--- config.mk ---
export PLATFORM = sky130hd
export DESIGN_NAME = timing_sequencer
export DESIGN_NICKNAME = d
export VERILOG_FILES = /design/src/rtl/timing_sequencer.sv
export SDC_FILE = /design/constraint.sdc
export NUM_CORES = 1
export LEC_CHECK = 0
export BUFFER_PORTS_ARGS = -buffer_cell sky130_fd_sc_hd__buf_2
export CAP_MARGIN = 10
export CORE_ASPECT_RATIO = 1.5
export CORE_MARGIN = 2
export CORE_UTILIZATION = 40
export CTS_CLUSTER_DIAMETER = 60
export DETAILED_ROUTE_END_ITERATION = 10
export PLACE_DENSITY = 0.66
export SLEW_MARGIN = 20
export SYNTH_ARGS = -nofsm -noshare
export SYNTH_HDL_FRONTEND = slang
export SYNTH_SLANG_ARGS = --single-unit
export TNS_END_PERCENT = 100
--- constraint.sdc ---
create_clock -name clk -period 2.11 [get_ports clk]
set_clock_uncertainty 0.1 [all_clocks]
set_input_delay 0.1055 -clock clk [delete_from_list [all_inputs] [get_ports clk]]
set_output_delay 0.1055 -clock clk [all_outputs]
set_load 0.01 [all_outputs]
--- src/rtl/timing_sequencer.sv ---
// Machine-cycle phase sequencer: one-hot T0..T7 with memory stretch, early end, run/halt/step.
// Optional retired-instruction counter enabled by defining INSTR_COUNT_EN.
module timing_sequencer #(
  parameter int unsigned WAIT_MAX = 15,
  parameter int unsigned CNT_W    = 16
) (
  input  logic             clk,
  input  logic             rst,
  input  logic             run,
  input  logic             halt_req,
  input  logic             step_mode,
  input  logic             step,
  input  logic             mem_ready,
  input  logic             short_cycle,
  output logic [7:0]       t,
  output logic             busy,
  output logic             halted,
  output logic             cycle_done,
  output logic             timeout,
  output logic [CNT_W-1:0] instr_count
);

  typedef enum logic [2:0] {StIdle, StRun, StWait, StStep, StHalt} state_e;

  localparam logic [7:0] PhaseT0   = 8'h01;
  localparam logic [7:0] WaitLimit = 8'(WAIT_MAX);

  state_e     state_q, state_d;
  logic [7:0] t_q, t_d;
  logic [7:0] wait_q, wait_d;
  logic       halt_q, halt_d;
  logic       timeout_q, timeout_d;
  logic       halt_pend;
  logic       boundary;

  // A halt request seen on the boundary cycle itself still counts.
  assign halt_pend = halt_q | halt_req;

  always_comb begin
    state_d   = state_q;
    t_d       = t_q;
    wait_d    = wait_q;
    halt_d    = halt_pend;
    timeout_d = timeout_q & ~run;
    boundary  = 1'b0;
    unique case (state_q)
      StIdle, StHalt: begin
        if (run) begin
          state_d = StRun;
          t_d     = PhaseT0;
        end
      end
      StRun: begin
        if ((t_q[1] || t_q[4]) && !mem_ready) begin
          state_d = StWait;
          wait_d  = 8'd1;
        end else if (t_q[7] || (t_q[5] && short_cycle)) begin
          boundary = 1'b1;
          if (halt_pend) begin
            state_d = StHalt;
            t_d     = '0;
            halt_d  = 1'b0;
          end else if (step_mode) begin
            state_d = StStep;
            t_d     = '0;
          end else begin
            t_d = PhaseT0;
          end
        end else begin
          t_d = {t_q[6:0], 1'b0};
        end
      end
      StWait: begin
        if (mem_ready) begin
          state_d = StRun;
          t_d     = {t_q[6:0], 1'b0};
          wait_d  = '0;
        end else if (wait_q >= WaitLimit) begin
          // Abort: no boundary, so the instruction is not counted.
          state_d   = StHalt;
          t_d       = '0;
          wait_d    = '0;
          timeout_d = 1'b1;
          halt_d    = 1'b0;
        end else begin
          wait_d = wait_q + 8'd1;
        end
      end
      StStep: begin
        if (halt_pend) begin
          state_d = StHalt;
          halt_d  = 1'b0;
        end else if (step || (run && !step_mode)) begin
          state_d = StRun;
          t_d     = PhaseT0;
        end
      end
      default: begin
        state_d = StIdle;
        t_d     = '0;
        wait_d  = '0;
      end
    endcase
  end

  always_ff @(posedge clk or posedge rst) begin
    if (rst) begin
      state_q   <= StIdle;
      t_q       <= '0;
      wait_q    <= '0;
      halt_q    <= 1'b0;
      timeout_q <= 1'b0;
    end else begin
      state_q   <= state_d;
      t_q       <= t_d;
      wait_q    <= wait_d;
      halt_q    <= halt_d;
      timeout_q <= timeout_d;
    end
  end

  assign t          = t_q;
  assign busy       = (state_q == StRun) || (state_q == StWait);
  assign halted     = (state_q == StIdle) || (state_q == StHalt);
  assign cycle_done = (t_q[5] & short_cycle) | t_q[7];
  assign timeout    = timeout_q;

`ifdef INSTR_COUNT_EN
  logic [CNT_W-1:0] cnt_q;

  always_ff @(posedge clk or posedge rst) begin
    if (rst) begin
      cnt_q <= '0;
    end else if (boundary) begin
      cnt_q <= cnt_q + CNT_W'(1);
    end
  end

  assign instr_count = cnt_q;
`else
  logic unused_boundary;
  assign unused_boundary = boundary;
  assign instr_count     = '0;
`endif

endmodule

Word level (Yosys, flattened, before mapping)
Index checks and enable logic that the tools add are counted.
Storage, ports and cells
  register bits: 21
  input bits: 8
  word-level logic and storage cells: 74
Cells by class
  add/sub/neg operators: 1
  $lt $le $gt $ge: 1
  equal/unequal tests: 13
  multiplexer cells: 32
  bitwise operators: 6
  reductions and logical operators: 16
Operators with widths (number)
  8-bit two-way mux: 10
  8-bit case mux with 4 select lines: 1
  3-bit two-way mux: 9
  8-bit case mux with 3 select lines: 1
  3-bit case mux with 4 select lines: 1
  2-bit != test (second input constant): 5
  5-bit AND reduction: 2
  1-bit two-way mux: 9
  3-bit != test (second input constant): 3
  8-bit by 1-bit adder with 8-bit output (second input constant): 1
  8-bit by 4-bit >= comparator with 1-bit output (second input constant): 1
  3-bit by 2-bit equality test with 1-bit output (second input constant): 2
  1-bit logical OR: 5
  4-bit != test (second input constant): 1
  3-bit by 1-bit equality test with 1-bit output (second input constant): 1
  3-bit equality test (second input constant): 1
  1-bit logical AND: 3
  3-bit logical NOT: 1
  1-bit case mux with 3 select lines: 1
  3-bit OR reduction: 1
  1-bit AND: 2
  1-bit logical NOT: 2
  1-bit NOT: 2
  1-bit OR: 2
  other kinds (2): 2

Longest topological paths before layout
  depth in word-level cells: 6
  depth in mapped cells: 6

Worst setup path before layout
Ideal clock, no wire load.
  path type: reg-to-reg
  start: reg t_q[1] (netlist: t[1])
  end: reg t_q[1] (netlist: t[1])
  library setup time: 0.125 ns
  arrival time: 1.849 ns
  setup slack: 0.036 ns
  cell stages (with the launch flop): 5
  path buffers: 0
  period minus slack after synthesis: 2.074 ns
  path through: dfrtp_1 o21bai_1 a21oi_1 a211oi_4 mux2_4
On the way
  longest elaborated chain between the ends: 4
Ends and longest elaborated chain
  from (decl): RTL line 29  | logic [7:0] t_q, t_d;
  from (signal assigned): RTL line 115  | t_q <= t_d;
  1-bit logical OR: RTL line 54  | if ((t_q[1] || t_q[4]) && !mem_ready) begin
  1-bit logical AND: RTL line 54
  2-bit != test (no line)
  5-bit AND reduction (no line)
Every way passes these cells.
A chain may end at the register's enable or synchronous reset.

Worst setup path in the final report
  start: reg state_q[0]
  end: reg t_q[5] (netlist: t[5])
On the way
  longest elaborated chain between the ends: 4
Ends and longest elaborated chain
  from (decl): RTL line 28  | state_e state_q, state_d;
  from (signal assigned): RTL line 108  | state_q <= StIdle;
  from (signal assigned): RTL line 114  | state_q <= state_d;
  3-bit equality test / 3-bit logical NOT (equally long branches): RTL line 46  | unique case (state_q)
  2-bit OR reduction: RTL line 46
  2-bit != test (no line)
  5-bit AND reduction (no line)
Parallel ways exist; a longest one is shown, timed or not.

==> flow_metrics.tcl <==
set metrics [dict create \
    hpwlAfterDp_mm 2.36 \
    drt-pass1-iter-count 4 \
    yosysSeqAreaShare 0.392 \
    tightest_slew_ps 806 \
    die_area_mm2 0.00384 \
    boundaryPins 36 \
    fillers 325 \
    wl_per_cell_um 15.3 \
    power.internal_uw 979 \
    synth_edf_count 0 \
    final_cell_area_mm2 0.00157 \
    netlist_top_cells_area "dfrtp_1 (39%), buf_4 (9.0%), mux2_4 (7.8%), and3_1 (3.7%), a31oi_1 (2.3%)" \
    async_flop_share 1.00 \
    fmax_ghz 0.485 \
    peakVddDrop_mv 0.628 \
    place.gp.congestion 0.839 \
    p_sw_uw 666 \
    placed_area_mm2 0.00148 \
    power_uw 1640 \
    clock_power_share 0.161 \
    ys_warn_count 0 \
    fin_setup_tns_ps 0 \
    synth.most_common_cell "dfrtp_1" \
    cts_sinks 21 \
    grt_pass1_wl_mm 5.24 \
    slew_violations 0 \
    final_hold_viol_count 0 \
    drc 0 \
    routed_wirelength_mm 3.15 \
    combPwrFrac 0.515 \
    drive_above_1_share 0.267 \
    hp-class "input port to flip-flop" \
    clock_latency_ps 260 \
    relSlewSlack 0.462 \
    htreeDepth 1 \
    start_util 0.420 \
    ys.flop_type "dfrtp_1" \
    grt_max_degree 22 \
    setup_viol 0 \
    first_iter_violations 41 \
    final_util 0.493 \
    status "finished clean" \
    yosys.area.top_type "dfrtp_1" \
    p_sw_frac 0.405 \
    max_stage_delay_ps 540 \
    ys_top_cells_by_count "dfrtp_1 (21), buf_4 (16), and3_1 (8), inv_1 (8), nor2_1 (8)" \
    rows 25 \
    critical_path_required_ps 2160 \
    core_mm2 0.00319 \
    antenna_cells 0 \
    grt_pass1_vias 1121 \
    cp-start-kind "flip-flop" \
    drv_cap 0 \
    grt_usage 0.183 \
    final.min_clock_period_ps 2060 \
    clock-root-buffer "clkbuf_8" \
    powerDensity_mw_per_mm2 1040 \
    dieHeight_um 74.9 \
    crit_fanout 8 \
    antenna_found_initial 0 \
    critPathKind "flip-flop to flip-flop" \
    path_buf_inv 1 \
    clockBufferDepth 2 \
    cp_top_family "simple AND/OR/NAND/NOR gates" \
    postSynthCellCount 134 \
    avgViaCountPerCell 5.35 \
    cts_buffers 3 \
    synthesis.area_mm2 0.00134 \
    grt_setup_unrepaired "true" \
    grt_overflow 0 \
    clk_pin_slew_ps 80 \
    ant_nets 0 \
    area_growth_pct 17.4 \
    cp.arrival_ps 2110 \
    yosys.cell_types.count 44 \
    path_cells "or4b_4, a311oi_4, a211oi_4, buf_12, mux2_4" \
    avgSynthCellArea_um2 10.0 \
    p_seq_frac 0.324 \
    leakagePower_uw 0.000812 \
    cts_tree "done" \
    port-buffer-count 19 \
    fin_nets 175 \
    fp.dieW_um 51.3 \
    dp_cells 199 \
    route.vias.total 1097 \
    cp_slowest_cell "or4b_4" \
    synth_seq_cells 21 \
    synth_top_area_frac 0.392 \
    end_kind "flip-flop" \
    fin_crit_sh 0.977 \
    stdcell_count 205 \
]
[stage by stage]
step                hold WS, ps  worst slack [ps]
floorplan                 -18.0              35.8
global placement            184              59.9
detailed placement          217              21.1
CTS                        95.3              1.48
global route                125             -10.2
finish                      102              47.6
[path summary, 6_finish.rpt]
path | depth (start not counted) | end | slack (ps) | from
max | 5 | t[5]$_DFFE_PP0P_ | 50 | state_q[0]$_DFFE_PP0P_
min | 3 | halt_q$_DFF_PP0_ | 100 | halt_req
max reg2reg | 5 | t[5]$_DFFE_PP0P_ | 50 | state_q[0]$_DFFE_PP0P_
min reg2reg | 1 | t[2]$_DFFE_PP0P_ | 450 | t[2]$_DFFE_PP0P_
max in group asynchronous | 3 | t[7]$_DFFE_PP0P_ | 970 | rst
min in group asynchronous | 3 | state_q[2]$_DFFE_PP0P_ | 440 | rst
[power by group through the flow]
stage               Sequential [uW]  Clock [uW]  Combinational (uW)
floorplan                       553           0                 538
global placement                536           0                 786
detailed placement              540           0                 803
CTS                             533         278                 811
global route                    545         290                 941
finish                          533         264                 848
[metal layers]
layer,track usage,part of all wire
met1,0.213,0.41
met2,0.328,0.52
met3,0.0278,0.044
met4,0.0877,0.022
met5,0,0
[layout by cell type (no fill, tap or decap), drive strengths merged, types with 2 or more instances in the layout]
cell,netlist,layout
buf,16,28
dfrtp,21,21
conb,1,16
inv,9,9
and3,8,8
nor2,8,8
mux2,7,7
a21oi,6,6
a31oi,5,5
o21ai,5,5
nand2b,4,4
clkbuf,2,4
o22ai,3,3
nand2,3,3
mux2i,3,3
a22o,3,3
o211ai,3,3
a311o,2,2
and2,2,2
dlygate4sd3,0,2
a211oi,2,2
[worst min-delay path: stages]
cell and delay, ps:
buf_2 100, nor2_1 90, a21oi_1 130
[repair_timing]
action,in CTS,in global routing
hold endpoints to repair,22,0
hold buffers,2,0
pin swaps,1,4
setup buffers,0,1
gates resized for setup,1,2
setup endpoints to repair,1,12
[registers in the layout, summed over array words and instances, names as in the netlist]
name	count
t	8
wait_q	8
state_q	3
halt_q	1
timeout	1
[logic make-up (layout without fill, tap and decap cells)]
group | after synthesis | count (layout) | synth area share
simple gates | 35 | 35 | 0.150
other cells | 1 | 16 | 0.00280
buf+inv | 28 | 44 | 0.123
mux | 10 | 10 | 0.101
flops | 21 | 21 | 0.392
fa+ha+maj | 1 | 1 | 0.00933
compound gates | 38 | 38 | 0.222
[cell type report]
class                      count  area [um^2]  area share
timing repair buffer          30          199       0.126
clock buffer                   4         45.0      0.0286
sequential                    21          526       0.334
tap                           40         50.0      0.0318
inverter                      10         37.5      0.0238
multi-input combinational    100          717       0.455
(Power assumes the default switching activity.)
